--- src/rtl/cbus_axi_bridge_pkg.sv ---
// -----------------------------------------------------------------------------
// cbus_axi_bridge_pkg
//
// Shared types for the data-cache side bus (cbus) and the AXI4 memory port.
//
// Contents:
//   AXI_ID_W        width of the AXI ID fields carried in axi_req_t
//   AXI_BURST_INCR  AXI incrementing burst encoding
//   AXI_RESP_OKAY   AXI OKAY response encoding
//   msize_t         cache access size, encoded as the AXI AxSIZE value
//   mlen_t          burst length, encoded as beats-1 (MLEN1 = 0 ... MLEN16 = 15)
//   cbus_req_t      cache -> bridge request
//   cbus_resp_t     bridge -> cache response
//   axi_req_t       master-driven AXI4 signals (AR, AW, W, rready, bready)
//   axi_resp_t      slave-driven AXI4 signals (arready, awready, wready, R, B)
//   axi_len()       widens an mlen_t into an 8-bit AxLEN field
// -----------------------------------------------------------------------------
package cbus_axi_bridge_pkg;

    localparam int         AXI_ID_W       = 4;
    localparam logic [1:0] AXI_BURST_INCR = 2'b01;
    localparam logic [1:0] AXI_RESP_OKAY  = 2'b00;

    // Values equal the AXI AxSIZE encoding so they can be forwarded unchanged.
    typedef enum logic [2:0] {
        MSIZE1 = 3'd0,
        MSIZE2 = 3'd1,
        MSIZE4 = 3'd2
    } msize_t;

    // Beats minus one, i.e. the low nibble of AxLEN.
    typedef enum logic [3:0] {
        MLEN1  = 4'd0,  MLEN2  = 4'd1,  MLEN3  = 4'd2,  MLEN4  = 4'd3,
        MLEN5  = 4'd4,  MLEN6  = 4'd5,  MLEN7  = 4'd6,  MLEN8  = 4'd7,
        MLEN9  = 4'd8,  MLEN10 = 4'd9,  MLEN11 = 4'd10, MLEN12 = 4'd11,
        MLEN13 = 4'd12, MLEN14 = 4'd13, MLEN15 = 4'd14, MLEN16 = 4'd15
    } mlen_t;

    typedef struct packed {
        logic        valid;
        logic        is_write;
        msize_t      size;
        logic [31:0] addr;
        logic [3:0]  strobe;
        logic [31:0] data;
        mlen_t       len;
    } cbus_req_t;

    typedef struct packed {
        logic        ready;
        logic        last;
        logic [31:0] data;
    } cbus_resp_t;

    typedef struct packed {
        // AR channel
        logic [AXI_ID_W-1:0] arid;
        logic [31:0]         araddr;
        logic [7:0]          arlen;
        logic [2:0]          arsize;
        logic [1:0]          arburst;
        logic                arvalid;
        // R channel
        logic                rready;
        // AW channel
        logic [AXI_ID_W-1:0] awid;
        logic [31:0]         awaddr;
        logic [7:0]          awlen;
        logic [2:0]          awsize;
        logic [1:0]          awburst;
        logic                awvalid;
        // W channel
        logic [31:0]         wdata;
        logic [3:0]          wstrb;
        logic                wlast;
        logic                wvalid;
        // B channel
        logic                bready;
    } axi_req_t;

    // Only one transaction is ever outstanding with a fixed ID, so the
    // returned rid/bid carry no information and are not modelled.
    typedef struct packed {
        logic        arready;
        logic [31:0] rdata;
        logic [1:0]  rresp;
        logic        rlast;
        logic        rvalid;
        logic        awready;
        logic        wready;
        logic [1:0]  bresp;
        logic        bvalid;
    } axi_resp_t;

    function automatic logic [7:0] axi_len(input mlen_t len);
        return {4'b0000, len};
    endfunction

endpackage

--- src/rtl/cbus_axi_bridge.sv ---
// -----------------------------------------------------------------------------
// cbus_axi_bridge
//
// Converts each data-cache request (line fill, write-back, uncached access)
// into exactly one AXI4 INCR burst and returns per-beat responses to the cache.
// One transaction is in flight at a time.
//
// Ports:
//   clk        system clock
//   resetn     asynchronous active-low reset
//   creq       cache request (valid, is_write, size, addr, strobe, data, len)
//   cresp      cache response (ready, last, data)
//   axi_req    AXI4 master outputs (AR, AW, W channels, rready, bready)
//   axi_resp   AXI4 slave inputs (arready, awready, wready, R and B channels)
//   bus_error  sticky flag, set by any non-OKAY rresp or bresp
//   dbg_state  current FSM state: 0 IDLE, 1 AR, 2 R, 3 AW, 4 W, 5 B
//
// Handshake semantics: every AXI channel transfers on a cycle where its
// valid and ready are both high at the rising clock edge; a raised valid is
// held, with its payload stable, until that transfer. On the cache side
// cresp.ready marks one accepted/returned data beat and cresp.last marks the
// end of the transaction; the cache holds creq stable while creq.valid is
// high, advances write data only after cresp.ready, and drops creq.valid in
// the cycle after cresp.last.
//
// Address/control outputs come from registers; write data and strobes pass
// straight through from creq.
// -----------------------------------------------------------------------------
module cbus_axi_bridge
    import cbus_axi_bridge_pkg::*;
#(
    parameter int              ID_W   = AXI_ID_W,
    parameter logic [ID_W-1:0] AXI_ID = 4'd0
) (
    input  logic       clk,
    input  logic       resetn,
    input  cbus_req_t  creq,
    output cbus_resp_t cresp,
    output axi_req_t   axi_req,
    input  axi_resp_t  axi_resp,
    output logic       bus_error,
    output logic [2:0] dbg_state
);

    typedef enum logic [2:0] {
        S_IDLE = 3'd0,
        S_AR   = 3'd1,
        S_R    = 3'd2,
        S_AW   = 3'd3,
        S_W    = 3'd4,
        S_B    = 3'd5
    } state_e;

    state_e      state_q,   state_d;
    logic [31:0] addr_q,    addr_d;
    msize_t      size_q,    size_d;
    mlen_t       len_q,     len_d;
    logic [3:0]  cnt_q,     cnt_d;
    logic        arvalid_q, arvalid_d;
    logic        awvalid_q, awvalid_d;
    logic        berr_q,    berr_d;

    logic        last_beat;

    // The beat counter, not rlast, decides where a read burst ends.
    assign last_beat = (cnt_q == len_q);

    // -------------------------------------------------------------------------
    // State registers
    // -------------------------------------------------------------------------
    always_ff @(posedge clk or negedge resetn) begin
        if (!resetn) begin
            state_q   <= S_IDLE;
            addr_q    <= '0;
            size_q    <= MSIZE1;
            len_q     <= MLEN1;
            cnt_q     <= '0;
            arvalid_q <= 1'b0;
            awvalid_q <= 1'b0;
            berr_q    <= 1'b0;
        end else begin
            state_q   <= state_d;
            addr_q    <= addr_d;
            size_q    <= size_d;
            len_q     <= len_d;
            cnt_q     <= cnt_d;
            arvalid_q <= arvalid_d;
            awvalid_q <= awvalid_d;
            berr_q    <= berr_d;
        end
    end

    // -------------------------------------------------------------------------
    // Next state and outputs
    // -------------------------------------------------------------------------
    always_comb begin
        state_d   = state_q;
        addr_d    = addr_q;
        size_d    = size_q;
        len_d     = len_q;
        cnt_d     = cnt_q;
        arvalid_d = arvalid_q;
        awvalid_d = awvalid_q;
        berr_d    = berr_q;

        cresp     = '0;

        axi_req         = '0;
        axi_req.arid    = AXI_ID_W'(AXI_ID);
        axi_req.araddr  = addr_q;
        axi_req.arlen   = axi_len(len_q);
        axi_req.arsize  = size_q;
        axi_req.arburst = AXI_BURST_INCR;
        axi_req.arvalid = arvalid_q;
        axi_req.awid    = AXI_ID_W'(AXI_ID);
        axi_req.awaddr  = addr_q;
        axi_req.awlen   = axi_len(len_q);
        axi_req.awsize  = size_q;
        axi_req.awburst = AXI_BURST_INCR;
        axi_req.awvalid = awvalid_q;
        axi_req.wdata   = creq.data;
        axi_req.wstrb   = creq.strobe;

        case (state_q)
            S_IDLE: begin
                // The AR/AW branch taken here is what records is_write.
                if (creq.valid) begin
                    addr_d = creq.addr;
                    size_d = creq.size;
                    len_d  = creq.len;
                    cnt_d  = '0;
                    if (creq.is_write) begin
                        state_d   = S_AW;
                        awvalid_d = 1'b1;
                    end else begin
                        state_d   = S_AR;
                        arvalid_d = 1'b1;
                    end
                end
            end

            S_AR: begin
                if (axi_resp.arready) begin
                    arvalid_d = 1'b0;
                    state_d   = S_R;
                end
            end

            S_R: begin
                axi_req.rready = 1'b1;
                if (axi_resp.rvalid) begin
                    cresp.ready = 1'b1;
                    cresp.data  = axi_resp.rdata;
                    cnt_d       = cnt_q + 4'd1;
                    if (axi_resp.rresp != AXI_RESP_OKAY) begin
                        berr_d = 1'b1;
                    end
                    if (last_beat) begin
                        cresp.last = 1'b1;
                        state_d    = S_IDLE;
                    end
                end
            end

            S_AW: begin
                if (axi_resp.awready) begin
                    awvalid_d = 1'b0;
                    state_d   = S_W;
                end
            end

            S_W: begin
                axi_req.wvalid = 1'b1;
                axi_req.wlast  = last_beat;
                // Beat acceptance is reported in the handshake cycle itself so
                // the cache can present the next word for the following edge.
                if (axi_resp.wready) begin
                    cresp.ready = 1'b1;
                    cnt_d       = cnt_q + 4'd1;
                    if (last_beat) begin
                        state_d = S_B;
                    end
                end
            end

            S_B: begin
                axi_req.bready = 1'b1;
                // Writes complete only once the slave has committed the data.
                if (axi_resp.bvalid) begin
                    cresp.last = 1'b1;
                    state_d    = S_IDLE;
                    if (axi_resp.bresp != AXI_RESP_OKAY) begin
                        berr_d = 1'b1;
                    end
                end
            end

            default: begin
                state_d = S_IDLE;
            end
        endcase
    end

    assign bus_error = berr_q;
    assign dbg_state = state_q;

    // The slave's rlast must agree with the burst length we requested.
    rlast_matches_counter: assert property (
        @(posedge clk) disable iff (!resetn)
        (state_q == S_R && axi_resp.rvalid) |-> (axi_resp.rlast == last_beat)
    );

endmodule

--- config.mk ---
export PLATFORM = sky130hd
export DESIGN_NAME = cbus_axi_bridge
export DESIGN_NICKNAME = d
export VERILOG_FILES = /design/src/rtl/cbus_axi_bridge_pkg.sv /design/src/rtl/cbus_axi_bridge.sv
export SDC_FILE = /design/constraint.sdc
export NUM_CORES = 1
export LEC_CHECK = 0
export ABC_AREA = 1
export CAP_MARGIN = 20
export CORE_AREA = 10 10 107 109
export CTS_CLUSTER_SIZE = 24
export DETAILED_ROUTE_END_ITERATION = 10
export DIE_AREA = 0 0 117 119
export DONT_BUFFER_PORTS = 1
export SETUP_SLACK_MARGIN = 0.2
export SLEW_MARGIN = 20
export SYNTH_ARGS = -nofsm -noshare
export SYNTH_HDL_FRONTEND = slang
export SYNTH_SLANG_ARGS = --single-unit
--- constraint.sdc ---
create_clock -name clk -period 1.25 [get_ports clk]
set_input_delay 0.1875 -clock clk [delete_from_list [all_inputs] [get_ports clk]]
set_output_delay 0.1875 -clock clk [all_outputs]
set_load 0.01 [all_outputs]
# Word level (Yosys, flattened, before mapping)
# Index checks and enable logic that the tools add are counted.
[totals]
ff_bits = 49
latchBits = 0
ramBits = 0
mem_bits_ro = 0
wordCells = 77
n_memories = 0
[op_classes]
n_addsub = 1
n_mul = 0
div_mod_pow = 0
order_cmp = 0
n_eq_ne = 18
shift = 0
mux = 37
n_bitwise = 0
n_reduce_logical = 13
[op_table]
columns = ["cell", "n"]
rows = [
  ["$mux W34", 1],
  ["$mux W32", 1],
  ["$mux W3", 8],
  ["$ne A2 B2 Y1 const B", 12],
  ["$pmux W3 S6", 1],
  ["$mux W1", 15],
  ["$mux W4", 3],
  ["$pmux W4 S3", 1],
  ["$reduce_and A4 Y1", 3],
  ["$pmux W1 S2", 5],
  ["$reduce_bool A2 Y1", 5],
  ["$reduce_and A8 Y1", 1],
  ["$eq A3 B2 Y1 const B", 2],
  ["$eq A3 B3 Y1 const B", 2],
  ["$reduce_and A5 Y1", 1],
  ["$add A4 B1 Y4 const B", 1],
  ["$eq A4 B4 Y1", 1],
  ["$mux W2", 2],
  ["$eq A3 B1 Y1 const B", 1],
  ["$logic_not A3 Y1", 1],
  ["$reduce_bool A3 Y1", 1],
  ["$reduce_and A2 Y1", 1],
]

# Logic depth before layout (Yosys ltp)
[depth]
word_depth = 4
ltp_mapped = 9
depth_no_buf = 9

# Least setup slack after synthesis
# Ideal clock, no wire load.
[synth_timing]
path_kind = "register -> output"
from = "register state_q[0] (netlist: dbg_state[0])"
to = "output cresp[32] (netlist name)"
arrival_time_ps = 1369
t_required_ps = 1062
path_slack_ps = -306
path_stages_with_launch = 8
path_buffers = 2
cell_sequence = "dfrtp_1 > buf_4 > inv_2 > nand3_1 > buf_4 > inv_1 > nand2_1 > o21ai_0"
[synth_rtl]
columns = ["item", "line_no", "rtl"]
rows = [
  ["from (decl)", "cbus_axi_bridge.sv:54", "state_e state_q, state_d;"],
  ["from (signal assigned)", "cbus_axi_bridge.sv:82", "state_q <= state_d;"],
  ["to (decl)", "cbus_axi_bridge.sv:38", "output cbus_resp_t cresp,"],
]

# Final worst setup path
[layout_timing]
from = "register state_q[2] (netlist: dbg_state[2])"
to = "register addr_q[15]"
[layout_between]
elab_chain_len = 2
[layout_rtl]
columns = ["item", "line_no", "rtl"]
rows = [
  ["$logic_not A3 Y1", "cbus_axi_bridge.sv:124", "case (state_q)"],
  ["$reduce_and A2 Y1 (no line)", "-", ""],
  ["to (signal assigned)", "cbus_axi_bridge.sv:83", "addr_q <= addr_d;"],
  ["to (decl)", "cbus_axi_bridge.sv:55", "logic [31:0] addr_q, addr_d;"],
]
# Every way passes these cells.
# A chain may end at the register's enable or synchronous reset.

==> results.yml <==
status:
  status: "complete, but fails checks"
  violations: "negative hold slack, negative setup slack"
worst_setup_path:
  max_stage_delay_ps: 430
  worst_ep_required_time_ps: 1440
  crit_path_start_kind: "register"
  r2r-start: "dbg_state[2]$_DFFE_PN0P_"
  cp_top_family: "flip-flops"
  rrSetupSlack_ps: -300
  critPathCaptureType: "register"
  cp_slowest_cell: "dfrtp_1"
  worstPathArrival_ps: 1740
  r2r_cells: 7
  cp_num_buf_inv: 3
  crit_type: "reg2reg"
  cp_max_fo: 7
  crit_chain: "inv_2 -> buf_6 -> nand2_4 -> nor2_4 -> nand2_8 -> clkbuf_16 -> mux2_4"
  timing.rr.end: "addr_q[15]$_DFFE_PN0P_"
synthesis:
  synth_area_mm2: 0.00332
  avgSynthCellArea_um2: 9.06
  ys_types: 29
  ys_ff_latch: 49
  synthCells: 367
  yosys_warnings: 0
  synth-seq-area-share: 0.369
floorplan:
  pin_count: 299
  dieWidth_um: 117
  fp.dieArea_mm2: 0.0139
  rows: 36
  fp.dieH_um: 119
  start_util: 0.351
  coreArea_mm2: 0.00946
global_routing:
  grt_overflow_total: 0
  grt_max_degree: 50
  grt_usage: 0.129
  grt_pass1_wl_mm: 14.3
  grt_pass1_vias: 2474
  antenna_found_initial: 0
power_and_ir_drop:
  p_total_w: 0.0104
  p_per_area_mw_per_mm2: 2580
  irDropWorstVdd_v: 0.00107
  leakagePower_nw: 1.88
placed_design:
  dpl_cell_area_mm2: 0.00337
  dp_slack_ps: -240
  portBuffers: 0
  gp_congestion: 0.725
  hpwl_mm: 7.81
sta:
  maxSlewViolCount: 0
  fin_worst_skew_ps: 5.03
  period_needed_ps: 1550
  fin_ws_ps: -302
  rsz0062_at_grt: "yes"
  clock.fmax_mhz: 644
  setup_violations: 93
  holdWs_ps: -431
  post-route-period-util: 1.24
  finalHoldViolations: 49
finish:
  layout_common_cells: "nand2_1 (51), dfrtp_1 (43), nor2_4 (42), buf_4 (42), mux2_4 (32)"
  regArea_mm2: 0.00123
  drive_above_1_share: 0.580
  final_common_cell: "nand2_1"
  num_antenna_cells: 0
  nNetsFinal: 478
  nFillCells: 905
  areaGrowthSynthToFinish_pct: 21.1
  final_cell_area_mm2: 0.00403
  multi_input_area_mm2: 0.00173
routing:
  ant_nets: 0
  drt-initial-drc-count: 70
  drc: 0
  via_per_inst: 4.91
  route.detailed.wl_per_inst_um: 21.2
  routed_wl_mm: 9.99
  num_vias: 2312
  drtPass1Iterations: 4
cts:
  cts_sinks: 49
  htreeDepth: 2
  cts_tree: "done"
  clock_latency_ps: 300
  cts_buffers: 5
  ctsLongestPathBuffers: 2
  path_clk_slew_ps: 100
  clock-root-buffer: "clkbuf_8"
hold_path:
  min_path_type: "in2async"
run:
  maxCapViolCount: 0
[worst max path at each step]
| stage | to | cells after the start | slack, ps | from |
|---|---|---|---|---|
| 3_5_place_dp | dbg_state[1]$_DFFE_PN0P_ | 7 | -240 | dbg_state[0]$_DFFE_PN0P_ |
| 4_1_cts | cresp[32] | 5 | -340 | dbg_state[0]$_DFFE_PN0P_ |
| 2_1_floorplan | addr_q[10]$_DFFE_PN0P_ | 7 | -170 | dbg_state[1]$_DFFE_PN0P_ |
| 3_3_place_gp | axi_req[2] | 5 | -190 | dbg_state[1]$_DFFE_PN0P_ |
| 6_report | addr_q[15]$_DFFE_PN0P_ | 7 | -300 | dbg_state[2]$_DFFE_PN0P_ |
| 5_1_grt | cresp[32] | 5 | -400 | dbg_state[2]$_DFFE_PN0P_ |
[cell families after synthesis]
family | after synthesis | synth area share
AND/OR/NAND/NOR | 134 | 0.169
buffers and inverters | 127 | 0.268
flip-flops | 49 | 0.369
multiplexers | 35 | 0.155
AO/OA/AOI/OAI | 17 | 0.0286
other | 2 | 0.00226
XOR/XNOR | 2 | 0.00527
adder cells (fa/ha/maj) | 1 | 0.00376
[Yosys cell counts]
master,count,area [um2]
inv_1,13,48.8
nand4_1,5,31.3
o21ai_1,1,5.00
nand3_1,7,35.0
nor2_4,1,11.3
ha_1,1,12.5
buf_4,99,743
nand2_4,1,11.3
mux2_4,32,480
nor2_2,2,12.5
nand2_2,2,12.5
buf_6,5,56.3
nand3b_1,1,7.51
o21bai_1,1,7.51
mux2_2,3,33.8
nor2_1,46,173
o21ai_2,1,8.76
buf_2,3,15.0
nand3_2,1,10.0
inv_2,3,11.3
o22a_1,1,8.76
nand2_1,66,248
xor2_1,2,17.5
o21ai_0,8,40.0
dfrtp_1,49,1230
clkbuf_1,4,15.0
a21oi_1,5,25.0
conb_1,2,7.51
nor3_1,2,10.0
[what timing repair did]
action | CTS | global route
pin swaps | 10 | 15
resized for setup | 48 | 45
setup endpoints to repair | 98 | 108
cloned | 0 | 3
buffers inserted | 16 | 7
endpoints found under the hold margin | 49 | 49
[through the flow]
stage / hold WS [ps] / std cells / TNS, ps / util
6_report: -431 / 471 / -22740 / 0.426
2_1_floorplan: -108 / 385 / -8500 / -
3_5_place_dp: -106 / 437 / -13830 / 0.356
4_1_cts: -442 / 461 / -21540 / 0.399
3_3_place_gp: -106 / 437 / -11230 / 0.356
5_1_grt: -461 / 471 / -29940 / 0.426
[report_power, final]
group | switching [W] | internal, W
registers | 0.00146 | 0.00235
clock network | 0.000545 | 0.000600
logic | 0.00245 | 0.00297
total | 0.00445 | 0.00592
[worst register-to-register path: stages (launching register included)]
cell and delay (ps):
dfrtp_1 430, inv_2 110, buf_6 110, nand2_4 50
nor2_4 140, nand2_8 120, clkbuf_16 190, mux2_4 290
[per-layer routing]
layer	wire length (um)	global-route usage
met2	5190	0.234
met1	3370	0.126
met3	1310	0.0633
met4	114	0.0340
met5	0	0
[flip-flops by register name, indices dropped and copies added (netlist names)]
signal     flops
addr_q        32
arvalid_q      1
awvalid_q      1
bus_error      1
cnt_q          4
dbg_state      3
len_q          4
size_q         3
[cell type report]
class                   instances  share of cell area
repair buffers                 75               0.186
clock buffers                   5              0.0171
well taps                     114              0.0354
multi-input cells             209               0.429
clock inverters                 3              0.0109
flip-flops and latches         49               0.306
inverters                      16              0.0162
Note: power is estimated with default switching activity, not from simulation.
